--- src/rtl/alkmdseq_pkg.sv ---
// Shared definitions for the ALK multiply/divide step sequencer:
// FSM states, ALU operation codes and DSIZE step-count decode.
package alk_pkg;

    typedef enum logic [1:0] {
        ST_IDLE  = 2'd0,
        ST_STEP  = 2'd1,
        ST_FIXUP = 2'd2,
        ST_DONE  = 2'd3
    } seq_state_e;

    localparam logic [1:0] ALU_PASS = 2'b00;
    localparam logic [1:0] ALU_ADD  = 2'b01;
    localparam logic [1:0] ALU_SUB  = 2'b10;

    // Counter load values are N-1 so the step taken at count 0 is the last.
    localparam logic [4:0] STEPS_BYTE_M1 = 5'd7;
    localparam logic [4:0] STEPS_WORD_M1 = 5'd15;
    localparam logic [4:0] STEPS_LONG_M1 = 5'd31;

    function automatic logic [4:0] dsize_to_last(input logic [1:0] dsize_h);
        logic [4:0] last;
        case (dsize_h)
            2'b00:   last = STEPS_BYTE_M1;
            2'b01:   last = STEPS_WORD_M1;
            default: last = STEPS_LONG_M1;
        endcase
        return last;
    endfunction

endpackage

--- src/rtl/alkmdseq_if.sv ---
// Microcode/datapath-facing signal bundle of the multiply/divide sequencer.
// The sequencer is the slave; the microcode and ALU/Q datapath form the master.
interface alkmdseq_if;

    logic       start_h;
    logic       op_div_h;
    logic [1:0] dsize_l;
    logic       hold_l;
    logic       alu_cout_h;
    logic       alu_sout_h;
    logic       q_sout_shr_h;

    logic       dq_q_shl_h;
    logic       dq_q_shr_h;
    logic       q_sin_h;
    logic [1:0] alu_op_h;
    logic       busy_h;
    logic       done_h;

    modport master (
        output start_h, op_div_h, dsize_l, hold_l, alu_cout_h, alu_sout_h, q_sout_shr_h,
        input  dq_q_shl_h, dq_q_shr_h, q_sin_h, alu_op_h, busy_h, done_h
    );

    modport slave (
        input  start_h, op_div_h, dsize_l, hold_l, alu_cout_h, alu_sout_h, q_sout_shr_h,
        output dq_q_shl_h, dq_q_shr_h, q_sin_h, alu_op_h, busy_h, done_h
    );

endinterface

--- src/rtl/alkmdseq_cnt.sv ---
// Loadable iteration down-counter with hold; tc_o flags the final step.
// Load takes priority over decrement, and the count never wraps below zero.
module alkmdcnt #(
    parameter int CNT_W = 6
) (
    input  logic             clk_h,
    input  logic             reset_l,
    input  logic             load_i,
    input  logic [CNT_W-1:0] load_val_i,
    input  logic             dec_i,
    input  logic             hold_i,
    output logic             tc_o
);

    logic [CNT_W-1:0] cnt_q;
    logic [CNT_W-1:0] cnt_d;

    always_comb begin
        cnt_d = cnt_q;
        if (!hold_i) begin
            if (load_i) begin
                cnt_d = load_val_i;
            end else if (dec_i && (cnt_q != '0)) begin
                cnt_d = cnt_q - 1'b1;
            end
        end
    end

    always_ff @(posedge clk_h or negedge reset_l) begin
        if (!reset_l) begin
            cnt_q <= '0;
        end else begin
            cnt_q <= cnt_d;
        end
    end

    assign tc_o = (cnt_q == '0);

endmodule

--- src/rtl/alkmdseq.sv ---
// Multiply/divide step sequencer: drives Q shift direction, Q shift-in bit and ALU op.
// Define ALKMDSEQ_REM_FIXUP_EN to add the restoring FIXUP cycle after a DIV.
module alkmdseq
    import alk_pkg::*;
#(
    parameter int CNT_W = 6
) (
    input  logic        clk_h,
    input  logic        reset_l,
    alkmdseq_if.slave   bus
);

    seq_state_e state_q;
    logic       op_div_q;
    logic       sub_next_q;
    logic       cnt_tc;
    logic       cnt_load;

    assign cnt_load = (state_q == ST_IDLE) && bus.start_h;

    alkmdcnt #(
        .CNT_W (CNT_W)
    ) u_cnt (
        .clk_h      (clk_h),
        .reset_l    (reset_l),
        .load_i     (cnt_load),
        .load_val_i (CNT_W'(dsize_to_last(~bus.dsize_l))),
        .dec_i      (state_q == ST_STEP),
        .hold_i     (!bus.hold_l),
        .tc_o       (cnt_tc)
    );

    always_ff @(posedge clk_h or negedge reset_l) begin
        if (!reset_l) begin
            state_q    <= ST_IDLE;
            op_div_q   <= 1'b0;
            sub_next_q <= 1'b0;
        end else if (bus.hold_l) begin
            case (state_q)
                ST_IDLE: begin
                    if (bus.start_h) begin
                        op_div_q   <= bus.op_div_h;
                        sub_next_q <= 1'b1;
                        state_q    <= ST_STEP;
                    end
                end
                ST_STEP: begin
                    // Non-restoring divide: carry-out picks the next step's add/subtract.
                    if (op_div_q) begin
                        sub_next_q <= bus.alu_cout_h;
                    end
                    if (cnt_tc) begin
`ifdef ALKMDSEQ_REM_FIXUP_EN
                        if (op_div_q && !bus.alu_cout_h) begin
                            state_q <= ST_FIXUP;
                        end else begin
                            state_q <= ST_DONE;
                        end
`else
                        state_q <= ST_DONE;
`endif
                    end
                end
`ifdef ALKMDSEQ_REM_FIXUP_EN
                ST_FIXUP: state_q <= ST_DONE;
`endif
                ST_DONE:  state_q <= ST_IDLE;
                default:  state_q <= ST_IDLE;
            endcase
        end
    end

    // Q shift enables are gated by hold so a stalled step never shifts Q.
    always_comb begin
        bus.dq_q_shl_h = 1'b0;
        bus.dq_q_shr_h = 1'b0;
        bus.q_sin_h    = 1'b0;
        bus.alu_op_h   = ALU_PASS;
        bus.busy_h     = 1'b0;
        bus.done_h     = 1'b0;
        case (state_q)
            ST_STEP: begin
                bus.busy_h = 1'b1;
                if (op_div_q) begin
                    bus.dq_q_shl_h = bus.hold_l;
                    bus.q_sin_h    = bus.alu_cout_h;
                    bus.alu_op_h   = sub_next_q ? ALU_SUB : ALU_ADD;
                end else begin
                    bus.dq_q_shr_h = bus.hold_l;
                    bus.q_sin_h    = bus.alu_sout_h;
                    bus.alu_op_h   = bus.q_sout_shr_h ? ALU_ADD : ALU_PASS;
                end
            end
`ifdef ALKMDSEQ_REM_FIXUP_EN
            ST_FIXUP: begin
                bus.busy_h   = 1'b1;
                bus.alu_op_h = ALU_ADD;
            end
`endif
            ST_DONE: begin
                bus.done_h = 1'b1;
            end
            default: begin
            end
        endcase
    end

endmodule

--- src/flat_wrapper.sv ---
// flat-port wrapper written by rule: the top's interface ports become plain ports
module alkmdseq_flat import alk_pkg::*;
#(
    parameter int CNT_W = 6
)
  (clk_h, reset_l, bus_start_h, bus_op_div_h, bus_dsize_l, bus_hold_l, bus_alu_cout_h, bus_alu_sout_h, bus_q_sout_shr_h, bus_dq_q_shl_h, bus_dq_q_shr_h, bus_q_sin_h, bus_alu_op_h, bus_busy_h, bus_done_h);
  alkmdseq_if bus_i ();
  input  logic clk_h;
  input  logic reset_l;
  input wire logic [$bits(bus_i.start_h)-1:0] bus_start_h;
  input wire logic [$bits(bus_i.op_div_h)-1:0] bus_op_div_h;
  input wire logic [$bits(bus_i.dsize_l)-1:0] bus_dsize_l;
  input wire logic [$bits(bus_i.hold_l)-1:0] bus_hold_l;
  input wire logic [$bits(bus_i.alu_cout_h)-1:0] bus_alu_cout_h;
  input wire logic [$bits(bus_i.alu_sout_h)-1:0] bus_alu_sout_h;
  input wire logic [$bits(bus_i.q_sout_shr_h)-1:0] bus_q_sout_shr_h;
  output wire logic [$bits(bus_i.dq_q_shl_h)-1:0] bus_dq_q_shl_h;
  output wire logic [$bits(bus_i.dq_q_shr_h)-1:0] bus_dq_q_shr_h;
  output wire logic [$bits(bus_i.q_sin_h)-1:0] bus_q_sin_h;
  output wire logic [$bits(bus_i.alu_op_h)-1:0] bus_alu_op_h;
  output wire logic [$bits(bus_i.busy_h)-1:0] bus_busy_h;
  output wire logic [$bits(bus_i.done_h)-1:0] bus_done_h;
  assign bus_i.start_h = bus_start_h;
  assign bus_i.op_div_h = bus_op_div_h;
  assign bus_i.dsize_l = bus_dsize_l;
  assign bus_i.hold_l = bus_hold_l;
  assign bus_i.alu_cout_h = bus_alu_cout_h;
  assign bus_i.alu_sout_h = bus_alu_sout_h;
  assign bus_i.q_sout_shr_h = bus_q_sout_shr_h;
  assign bus_dq_q_shl_h = bus_i.dq_q_shl_h;
  assign bus_dq_q_shr_h = bus_i.dq_q_shr_h;
  assign bus_q_sin_h = bus_i.q_sin_h;
  assign bus_alu_op_h = bus_i.alu_op_h;
  assign bus_busy_h = bus_i.busy_h;
  assign bus_done_h = bus_i.done_h;
  alkmdseq #(.CNT_W(CNT_W)) u_core (.clk_h(clk_h), .reset_l(reset_l), .bus(bus_i));
endmodule
--- config.mk ---
export PLATFORM = sky130hd
export DESIGN_NAME = alkmdseq_flat
export DESIGN_NICKNAME = d
export VERILOG_FILES = /design/src/rtl/alkmdseq_pkg.sv /design/src/rtl/alkmdseq_if.sv /design/src/rtl/alkmdseq_cnt.sv /design/src/rtl/alkmdseq.sv /design/src/flat_wrapper.sv
export SDC_FILE = /design/constraint.sdc
export NUM_CORES = 1
export LEC_CHECK = 0
export BUFFER_PORTS_ARGS = -buffer_cell sky130_fd_sc_hd__buf_2
export CAP_MARGIN = 20
export CELL_PAD_IN_SITES_DETAIL_PLACEMENT = 1
export CELL_PAD_IN_SITES_GLOBAL_PLACEMENT = 2
export CORE_MARGIN = 5
export CORE_UTILIZATION = 32
export DETAILED_ROUTE_END_ITERATION = 12
export GPL_TIMING_DRIVEN = 0
export MAX_ROUTING_LAYER = met4
export PLACE_DENSITY_LB_ADDON = 0.1
export SETUP_SLACK_MARGIN = 0.05
export SYNTH_ARGS = -nofsm -noshare
export SYNTH_HDL_FRONTEND = slang
export SYNTH_SLANG_ARGS = --single-unit
--- constraint.sdc ---
create_clock -name clk_h -period 4.25 [get_ports clk_h]
set_input_delay 0.2125 -clock clk_h [delete_from_list [all_inputs] [get_ports clk_h]]
set_output_delay 0.2125 -clock clk_h [all_outputs]
set_load 0.01 [all_outputs]
Word-level counts from Yosys, hierarchy flattened. Index checks and enable logic that the tools add are counted. W data, S select, Z words.

Add/sub/neg operators: 1. Equal/unequal tests: 6. Mux-type cells: 21. Bitwise operators: 1. Reductions and logical operators: 12.

Operator list (number): $mux W6 (2); $mux W1 (11); $mux W2 (5); $pmux W5 S2 (1); $logic_not A6 Y1 (1); $reduce_and A3 Y1 (2); $reduce_bool A6 Y1 (1); $sub A6 B1 Y6 const B (1); $eq A2 B1 Y1 const B (2); $logic_not A2 Y1 (2); $ne A2 B1 Y1 const B (2); $pmux W2 S2 (1); $reduce_and A4 Y1 (1); $reduce_bool A2 Y1 (2); $eq A2 B2 Y1 const B (1); $logic_and A1 B1 Y1 (2); $ne A2 B2 Y1 const B (1); $not A2 Y2 (1); $pmux W1 S2 (1); $reduce_and A2 Y1 (1).

Register bits: 10. Output and inout bits: 7.

Logic depth before layout (Yosys ltp). Gate-level depths: netlist (run 1).

Word-level depth: 4. Depth in mapped cells: 6. Gate-level depth less buffers: 6.

Modules after synthesis. From an unflattened synthesis (run 1), not the netlist that was laid out.

Cells, all modules: 88. Area total of the unflattened synthesis: 719.4 um^2.

Modules (own cells, without submodules): alkmdcnt (times used 1, cells an instance 54, area an instance 449.2 um^2, sequential area each 150.1 um^2); alkmdseq (times used 1, cells an instance 34, area an instance 270.3 um^2, sequential area each 100.1 um^2).

Least setup slack after synthesis (run 1). No wires, ideal clock.

Kind: register -> register. Start: register u_core.u_cnt.cnt_q[0]. End: register u_core.u_cnt.cnt_q[4]. Arrival time: 1448 ps. Path slack: 2677 ps. Cell stages (with the launch flop): 7. Period minus slack after synthesis: 1573 ps. Cell sequence: dfrtp_1 inv_1 ha_1 or4b_4 o211ai_2 nor3b_1 nor3_1.

Word-level cells in the longest chain between the ends: 4. Elaborated cells on any way between the ends: 7. Classes of those cells: add/sub: 1; mux: 2; reduce/logical: 4.

Ends and longest elaborated chain: from (decl) (line alkmdseq_cnt.sv:15) `logic [CNT_W-1:0] cnt_q;`; from (signal assigned) (line alkmdseq_cnt.sv:33) `cnt_q <= cnt_d;`; parallel branches: the longest is 4 deep, another holds $sub A6 B1 Y6.

Several ways; the timed one is not identified. The select of a mux whose other input is x is not followed. A chain may end at the register's enable or synchronous reset.

Worst setup path in the final report (run 1). Same ends and word-level chain as after synthesis.

==> flow_summary.toml, run 1 <==
[run_status]
outcome = "completed"

[yosys]
avgSynthCellArea_um2 = 9.41
ys_seq_area_share_pct = 38.5
yosysUniqueCellTypes = 35
ys_seq_elements = 10
yosysWarnings = 0
synth_area_um2 = 649
synth_cells = 69
synth_nets = 81

[sta]
tns_ps = 0
slew_headroom_pct = 75.7
timing.fmax_mhz = 584
finalHoldViolCount = 0
maxSlewViolCount = 0
period_needed_ps = 1710
worstMarginPinSlew_ps = 362
fin_crit_sh_pct = 40.3
clock_skew_ps = 8.11
layout_setup_ws_ps = 2540
rsz0062_at_grt = "no"
final-setup-viol-count = 0

[finish]
syn2layout_area_growth_pct = 23.9
multi_input_area_um2 = 358
finish.utilization_pct = 41.4
drive_above_1_share_pct = 30.3
fillCellCount = 254
nNetsFinal = 102
fin_area_um2 = 805
antenna_cells = 0
regArea_um2 = 250

[clocking]
ctsRootBufferMaster = "clkbuf_4"
cts_inserted_buffers = 3
clock_latency_ps = 270
clockBufferDepth = 2
tritoncts = "yes"
cts_hold_buf = 1
cts_resized = 0
htree_levels = 1
cts.sinks = 10
clk_pin_slew_ps = 80
cts_setup_buffers = 0

[place]
dpl.hpwl_um = 1250
routabilityCongestion = 0.700
place_ws_ps = 2540
port_buffers = 15
placed_area_um2 = 758

[power_and_ir_drop]
powerDensity_nw_per_um2 = 554
p_leak_nw = 0.368
peakVddDrop_uv = 250

[global_routing]
grt_pass1_vias = 590
antenna_found_initial = 0
grt_pass1_wl_um = 2670
grt_max_degree = 11
track_usage_pct = 12.7
grt-ovfl-total = 0

[floorplanning]
io_pins = 17
start_util_pct = 33.4
die_w_um = 55.0
rows = 16
die_area_um2 = 3030
core-area_um2 = 1940
fp.dieH_um = 55.0

[detailed_routing]
firstDrtPassIters = 3
viasPerCell = 4.82
vias = 559
drc = 0
wl_um = 1590
drtIter0Drc = 3
wire_per_inst_um = 13.7
ant_nets = 0

[critical_path]
crit_arrival_ps = 1860
cpPeakStageDelay_ps = 470
startpoint_type = "flip-flop"
reg2reg_from = "u_core.u_cnt.cnt_q[0]$_DFFE_PN0P_"
crit_family = "simple AND/OR/NAND/NOR gates"
reg2reg_setup_slack_ps = 2540
worst_r2r_endpoint = "u_core.u_cnt.cnt_q[4]$_DFFE_PN0P_"
crit_fanout = 4
critPathBufInv = 1
crit_path_end_kind = "flip-flop"
crit_required_ps = 4400
crit_slowest_cell = "or4b_4"
critPathKind = "reg -> reg"
ff2ff_path_depth = 6
crit_chain = "inv_1 -> ha_1 -> or4b_4 -> o211ai_2 -> nor3b_1 -> nor3_1"

[hold_path]
hold_path_class = "in -> reg"
hold_depth = 2
whs_endpoint = "u_core.op_div_q$_DFFE_PN0P_"
hp-start = "bus_op_div_h"

[job]
maxCapViolations = 0
-- per-layer routing --
layer  up-vias  wire length (um)  global-route usage (%)
li1        287                 -                       -
met1       262               824                    16.7
met2        10               724                    19.7
met3         0                36                    4.02
met4         0                 0                    1.21
met5         -                 0                       -
-- layout by cell type, fill, tap and decap left out, types with 2 or more instances in the layout --
cell	instances
a21oi_1	4
and2_1	2
and3_1	2
buf_2	16
clkbuf_4	3
clkbuf_8	2
dfrtp_1	10
ha_1	2
inv_1	5
mux2i_1	2
nand2_1	4
nor2_1	7
nor3_1	5
nor3b_1	2
-- sequential cells by signal, indices dropped and copies added (netlist names) --
register / count
u_core.u_cnt.cnt_q: 6
u_core.op_div_q: 1
u_core.sub_next_q: 1
u_core.state_q: 2
-- per-stage QoR --
step                      cells  hold WS [ps]  total power [mW]
after global placement      111          88.9             0.354
final                       116           172             0.446
after floorplan              69         -83.1             0.299
after CTS                   116           172             0.448
after global routing        116           164             0.483
after detailed placement    111           100             0.359
-- power breakdown --
group	internal [mW]	switching, mW
sequential	0.131	0.0395
clock	0.0519	0.0375
combinational	0.0873	0.0987
-- cell usage after synthesis (all sizes together) --
| master | number | area share (%) |
|---|---|---|
| inv | 5 | 2.9 |
| clkbuf | 2 | 2.7 |
| o32ai | 1 | 1.3 |
| and3 | 2 | 1.9 |
| dfrtp | 10 | 39 |
| mux2i | 2 | 3.1 |
| o21ai | 1 | 0.77 |
| nor2b | 1 | 0.96 |
| mux2 | 1 | 1.7 |
| xnor2 | 1 | 1.3 |
| or4b | 1 | 2.1 |
| and2 | 2 | 1.9 |
| a32oi | 1 | 1.3 |
| a211oi | 1 | 1.2 |
| o22ai | 1 | 0.96 |
| nor2 | 7 | 4.0 |
| ha | 2 | 3.9 |
| nor3b | 3 | 5.2 |
| and4bb | 1 | 1.9 |
| o211ai | 1 | 1.9 |
| a21oi | 5 | 4.4 |
| nand3b | 1 | 1.2 |
| a31oi | 1 | 0.96 |
| a22oi | 1 | 1.2 |
| nand3 | 1 | 0.77 |
| a2bb2oi | 1 | 1.3 |
| buf | 1 | 0.77 |
| nand2b | 1 | 0.96 |
| nor4b | 1 | 1.3 |
| o21bai | 1 | 1.2 |
| nor3 | 5 | 3.9 |
| nand2 | 4 | 2.3 |
-- worst register-to-register path, stage by stage (launching register included) --
cell and delay (ps):
dfrtp_1 410, inv_1 100, ha_1 170, or4b_4 470, o211ai_2 180, nor3b_1 200
nor3_1 70
-- worst max-delay path by stage --
| stage | start | endpoint | slack, ps | cells past startpoint |
|---|---|---|---|---|
| 4_1_cts | u_core.u_cnt.cnt_q[0]$_DFFE_PN0P_ | u_core.u_cnt.cnt_q[4]$_DFFE_PN0P_ | 2520 | 6 |
| 3_5_place_dp | u_core.u_cnt.cnt_q[0]$_DFFE_PN0P_ | u_core.u_cnt.cnt_q[4]$_DFFE_PN0P_ | 2540 | 6 |
| 6_report | u_core.u_cnt.cnt_q[0]$_DFFE_PN0P_ | u_core.u_cnt.cnt_q[4]$_DFFE_PN0P_ | 2540 | 6 |
| 5_1_grt | u_core.u_cnt.cnt_q[0]$_DFFE_PN0P_ | u_core.u_cnt.cnt_q[4]$_DFFE_PN0P_ | 2400 | 6 |
| 3_3_place_gp | u_core.u_cnt.cnt_q[0]$_DFFE_PN0P_ | u_core.u_cnt.cnt_q[4]$_DFFE_PN0P_ | 2580 | 6 |
| 2_1_floorplan | u_core.u_cnt.cnt_q[0]$_DFFE_PN0P_ | u_core.u_cnt.cnt_q[4]$_DFFE_PN0P_ | 2680 | 6 |
-- cells by family after synthesis --
kind of cell | after synthesis | synth area share (%)
simple gates | 30 | 28.5
fa+ha+maj | 2 | 3.85
xor+xnor | 1 | 1.35
mux | 3 | 4.82
buf+inv | 8 | 6.36
flops | 10 | 38.5
compound gates | 15 | 16.6
-- final cells by class --
cell class / instances / area share, %
multi-input cells: 51 / 44.5
flip-flops and latches: 10 / 31.1
repair buffers: 16 / 10.6
clock buffers: 4 / 4.51
well taps: 27 / 4.20
plain buffers: 3 / 2.80
inverters: 5 / 2.33
(Power assumes the default switching activity.)
==> run 2, diff against run 1 <==
--- a/config.mk
+++ b/config.mk
@@ -10,7 +10,7 @@
 export CELL_PAD_IN_SITES_DETAIL_PLACEMENT = 1
 export CELL_PAD_IN_SITES_GLOBAL_PLACEMENT = 2
 export CORE_MARGIN = 5
-export CORE_UTILIZATION = 32
+export CORE_UTILIZATION = 27
 export DETAILED_ROUTE_END_ITERATION = 12
 export GPL_TIMING_DRIVEN = 0
 export MAX_ROUTING_LAYER = met4
==> constraint.sdc (replaced) <==
create_clock -name clk_h -period 1.55 [get_ports clk_h]
set_input_delay 0.0775 -clock clk_h [delete_from_list [all_inputs] [get_ports clk_h]]
set_output_delay 0.0775 -clock clk_h [all_outputs]
set_load 0.01 [all_outputs]
==> run 2 against run 1 <==
The flow now finishes with violations (negative setup slack). Core utilization down 0.36 points. Routed wire length up 12%. Clock skew decreased by 2.2 ps. Total power increased to 3.1 times the previous value. Fmax rose by 7.0%. Hold slack got worse by 120 ps. Combinational power grew to 3.5 times the previous value. Worst setup slack worse by 2600 ps. Via count is 14% higher. Design area is 15% higher. Sequential cell count unchanged. Highest routed layer is now met4.
==> flow_summary.toml, run 2 (synthesis results as in run 1) <==
[clocking]
cts.sinks = 10
ctsRootBufferMaster = "clkbuf_4"
clk_pin_slew_ps = 80
clock_latency_ps = 270
tritoncts = "yes"
cts_inserted_buffers = 3
clockBufferDepth = 2
htree_levels = 1

[floorplanning]
fp.dieH_um = 59.0
die_area_um2 = 3490
die_w_um = 59.0
io_pins = 17
rows = 17
core-area_um2 = 2250
start_util_pct = 28.8

[finish]
top_register = "u_core.u_cnt.cnt_q"
drive_above_1_share_pct = 49.0
antenna_cells = 0
syn2layout_area_growth_pct = 42.6
reg.largest.list = "u_core.u_cnt.cnt_q (6), u_core.state_q (2)"
stdcell_count = 128
mostFrequentLayoutCell = "buf_2"
most-common-layout-cells = "buf_2, buf_4, dfrtp_1, nor2_1"
nNetsFinal = 113
largest_reg_flops = 6

[global_routing]
grt_pass1_wl_um = 3050
antenna_found_initial = 0
grt_pass1_vias = 677
grt-ovfl-total = 0
grt_max_degree = 11
track_usage_pct = 11.9

[place]
dpl.hpwl_um = 1250
place_ws_ps = -121
dp.cells = 112
port_buffers = 15
routabilityCongestion = 0.650

[detailed_routing]
drc = 0
ant_nets = 0
firstDrtPassIters = 4
vias = 636
wl_um = 1770
drtIter0Drc = 10
wire_per_inst_um = 13.8
viasPerCell = 4.97

[run_status]
outcome = "finished with violations"
failed_checks = "negative setup slack"

[sta]
final-setup-viol-count = 1
period_needed_ps = 1600
finalHoldViolCount = 0
clock_skew_ps = 5.87
rsz0062_at_grt = "yes"
maxSlewViolCount = 0
worstMarginPinSlew_ps = 350
layout_setup_ws_ps = -50.4
slew_headroom_pct = 76.7
timing.fmax_mhz = 625
fin_crit_sh_pct = 103

[hold_path]
hold_path_class = "in -> reg"

[critical_path]
crit_fanout = 2
worst_r2r_endpoint = "u_core.u_cnt.cnt_q[4]$_DFFE_PN0P_"
crit_required_ps = 1710
endpoint = "u_core.u_cnt.cnt_q[4]$_DFFE_PN0P_"
crit_arrival_ps = 1760
ff2ff_path_depth = 6
startpoint_type = "flip-flop"
reg2reg_from = "u_core.u_cnt.cnt_q[1]$_DFFE_PN0P_"
crit_path_end_kind = "flip-flop"
reg2reg_setup_slack_ps = -50
critPathKind = "reg -> reg"
crit_path_start = "u_core.u_cnt.cnt_q[1]$_DFFE_PN0P_"

[power_and_ir_drop]
p_leak_nw = 0.426
powerDensity_nw_per_um2 = 1500
peakVddDrop_uv = 611

[job]
maxCapViolations = 0
==> run 2: critical path, stage by stage, from the launching register on <==
cell	delay [ps]
dfrtp_1	390
inv_2	90
ha_4	130
or4b_4	460
o211ai_2	180
nor3b_2	180
nor3_1	60
==> run 2: layer usage <==
metal  vias up  share of wire, %  GRT usage (%)
met1       309                45           13.9
met2        15                47           19.4
met5         -                 0              -
li1        310                 -              -
met4         0              0.74           2.91
met3         2               7.2           4.14
==> run 2: cell type report <==
type / instances / area [um^2]
clock buffer: 4 / 36.3
multi-input combinational: 51 / 383
sequential: 10 / 253
buffer: 2 / 25.0
inverter: 5 / 18.8
timing repair buffer: 28 / 175
tap: 28 / 35.0
fill: 278 / 1330
==> run 2: metrics by stage <==
step	power, mW	util, %	setup TNS, ps	hold WS (ps)	cell area (um^2)
global placement	0.982	33.9	-195	-37.3	764
finish	1.39	41.1	-50.4	49.5	926
detailed placement	0.996	33.9	-230	-34.3	764
CTS	1.37	39.9	-66.0	35.7	900
global route	1.52	41.1	-259	41.1	926
floorplan	0.823	-	0	-218	654
==> run 2: what timing repair did <==
| item | in CTS | in global routing |
|---|---|---|
| setup endpoints to repair | 5 | 11 |
| gates resized for setup | 8 | 4 |
| pin swaps | 5 | 1 |
| hold buffers | 1 | 0 |
| setup buffers | 9 | 3 |
| hold endpoints to repair | 10 | 0 |
==> run 2: worst min-delay path by stage <==
stage,start,to,slack [ps],depth (start not counted)
after floorplan,reset_l,u_core.op_div_q$_DFFE_PN0P_,-220,0
after global placement,reset_l,u_core.u_cnt.cnt_q[4]$_DFFE_PN0P_,-40,1
after detailed placement,reset_l,u_core.u_cnt.cnt_q[4]$_DFFE_PN0P_,-30,1
after CTS,bus_hold_l,u_core.state_q[0]$_DFFE_PN0P_,40,2
after global routing,bus_hold_l,u_core.state_q[0]$_DFFE_PN0P_,40,2
final,bus_hold_l,u_core.state_q[0]$_DFFE_PN0P_,50,2
==> run 2: report_power, final <==
part           internal (mW)  leakage (nW)  switching (mW)
Clock                  0.143        0.0210           0.104
Combinational          0.349         0.289           0.303
Sequential             0.360         0.116           0.128
Total                  0.852         0.426           0.535
==> run 3, diff against run 2 <==
--- a/config.mk
+++ b/config.mk
@@ -5,7 +5,8 @@
 export SDC_FILE = /design/constraint.sdc
 export NUM_CORES = 1
 export LEC_CHECK = 0
-export BUFFER_PORTS_ARGS = -buffer_cell sky130_fd_sc_hd__buf_2
+export ABC_CLOCK_PERIOD_IN_PS = 1550
+export BUFFER_PORTS_ARGS = -buffer_cell sky130_fd_sc_hd__clkbuf_2
 export CAP_MARGIN = 20
 export CELL_PAD_IN_SITES_DETAIL_PLACEMENT = 1
 export CELL_PAD_IN_SITES_GLOBAL_PLACEMENT = 2
==> run 3 against run 2 <==
Fmax is 0.86% higher. Sequential share of layout area is 1.4 points higher. Sequential power is 4.3% lower. Combinational power is 1% lower. Critical path type unchanged. Clock power hardly changed. The run still ends with negative setup slack left. Die area stayed put. Final cell count is 4.7% lower. Hold slack worse by 9.8 ps. Critical path depth stayed put. Highest routed layer unchanged. Global-route usage is 1.1 points lower.
==> flow_summary.toml, run 3 (synthesis results as in run 1) <==
[run_status]
outcome = "finished with violations"
failed_checks = "negative setup slack"

[critical_path]
reg2reg_from = "u_core.u_cnt.cnt_q[0]$_DFFE_PN0P_"
cpPeakStageDelay_ps = 460
crit_arrival_ps = 1740
crit_fanout = 2
critPathKind = "reg -> reg"
crit_family = "simple AND/OR/NAND/NOR gates"
cp.depth = 6
worst_r2r_endpoint = "u_core.u_cnt.cnt_q[4]$_DFFE_PN0P_"
crit_slowest_cell = "or4b_4"
reg2reg_setup_slack_ps = -40
endpoint = "u_core.u_cnt.cnt_q[4]$_DFFE_PN0P_"
crit_path_end_kind = "flip-flop"
startpoint_type = "flip-flop"
crit_path_start = "u_core.u_cnt.cnt_q[0]$_DFFE_PN0P_"
ff2ff_path_depth = 6
crit_chain = "inv_2 -> ha_4 -> or4b_4 -> o211ai_2 -> nor3b_2 -> nor3_1"
crit_required_ps = 1710
critPathBufInv = 1

[finish]
antenna_cells = 0
reg.largest.list = "u_core.u_cnt.cnt_q (6), u_core.state_q (2)"
nNetsFinal = 107
most-common-layout-cells = "clkbuf_2, dfrtp_1, nor2_1, nor3_1, buf_4"
largest_reg_flops = 6
syn2layout_area_growth_pct = 34.5
fillCellCount = 277
regArea_um2 = 250
mostFrequentLayoutCell = "clkbuf_2"
drive_above_1_share_pct = 39.4
multi_input_area_um2 = 388
top_register = "u_core.u_cnt.cnt_q"

[sta]
worstMarginPinSlew_ps = 317
maxSlewViolCount = 0
tns_ps = -36.7
rsz0062_at_grt = "yes"
finalHoldViolCount = 0
slew_headroom_pct = 78.6
period_needed_ps = 1590
fin_crit_sh_pct = 102
timing.fmax_mhz = 630
clock_skew_ps = 2.44
layout_setup_ws_ps = -36.7
final-setup-viol-count = 1

[floorplanning]
io_pins = 17
fp.dieH_um = 59.0
die_area_um2 = 3490
rows = 17
start_util_pct = 28.8
core-area_um2 = 2250
die_w_um = 59.0

[power_and_ir_drop]
p_leak_nw = 0.396
peakVddDrop_uv = 610
finalPower_mw = 1.36
powerDensity_nw_per_um2 = 1550

[clocking]
cts.sinks = 10
cts_inserted_buffers = 3
htree_levels = 1
tritoncts = "yes"
clock_latency_ps = 270
clk_pin_slew_ps = 80
clockBufferDepth = 2
ctsRootBufferMaster = "clkbuf_4"

[place]
routabilityCongestion = 0.654
dpl.hpwl_um = 1230
port_buffers = 15

[hold_path]
hold_path_class = "in -> reg"

[detailed_routing]
ant_nets = 0
drc = 0
wl_um = 1650
firstDrtPassIters = 4
vias = 604
wire_per_inst_um = 13.5
drtIter0Drc = 13
viasPerCell = 4.95

[global_routing]
antenna_found_initial = 0
grt_pass1_wl_um = 2760
grt_max_degree = 11
track_usage_pct = 10.8
grt_pass1_vias = 597
grt-ovfl-total = 0

[job]
maxCapViolations = 0
run 3: metrics by stage:
stage                     instances  util (%)  worst slack [ps]  instance area [um^2]  hold slack, ps
after CTS                       122      38.4             -73.9                   866            29.1
final                           122      38.7             -36.7                   873            39.7
after global routing            122      38.7              -111                   873            48.3
after detailed placement        112      33.9              -115                   764           -24.2
after global placement          112      33.9              -113                   764           -30.6
after floorplan                  69         -              4.43                   654            -218
run 3: cell type report:
type,instances,area share (%)
Buffer,3,2.58
Clock buffer,4,4.15
Timing Repair Buffer,21,14.0
Sequential cell,10,28.7
Tap cell,28,4.01
Multi-Input combinational cell,51,44.4
Inverter,5,2.15
run 3: metal layers:
| metal | track usage (%) | up-vias | part of all wire (%) |
|---|---|---|---|
| met1 | 14.7 | 287 | 48 |
| li1 | - | 302 | - |
| met5 | - | - | 0 |
| met2 | 15.3 | 13 | 45 |
| met3 | 2.18 | 2 | 6.1 |
| met4 | 4.85 | 0 | 0.79 |
run 3: worst register-to-register path, cell delays in order, from the launching register on:
cell and delay, ps:
dfrtp_1 400, inv_2 80, ha_4 120, or4b_4 460, o211ai_2 170, nor3b_2 180, nor3_1 60
run 3: how the worst min path moves through the flow:
stage	startpoint	to	depth (start not counted)	slack, ps
floorplan	reset_l	u_core.op_div_q$_DFFE_PN0P_	0	-220
detailed placement	reset_l	u_core.u_cnt.cnt_q[4]$_DFFE_PN0P_	1	-20
global placement	reset_l	u_core.u_cnt.cnt_q[4]$_DFFE_PN0P_	1	-30
finish	bus_op_div_h	u_core.op_div_q$_DFFE_PN0P_	2	40
global route	bus_hold_l	u_core.state_q[0]$_DFFE_PN0P_	2	50
CTS	bus_op_div_h	u_core.op_div_q$_DFFE_PN0P_	2	30
run 3: timing repair:
action	in CTS	in global routing
setup buffers	5	0
endpoints found under the hold margin	10	0
setup endpoints to repair	7	8
resized for setup	5	1
hold buffers	1	0
pin swaps	4	1
run 3: where the power goes:
part | switching, mW | internal [mW]
registers | 0.109 | 0.358
clock network | 0.105 | 0.143
logic | 0.318 | 0.326
total | 0.532 | 0.826
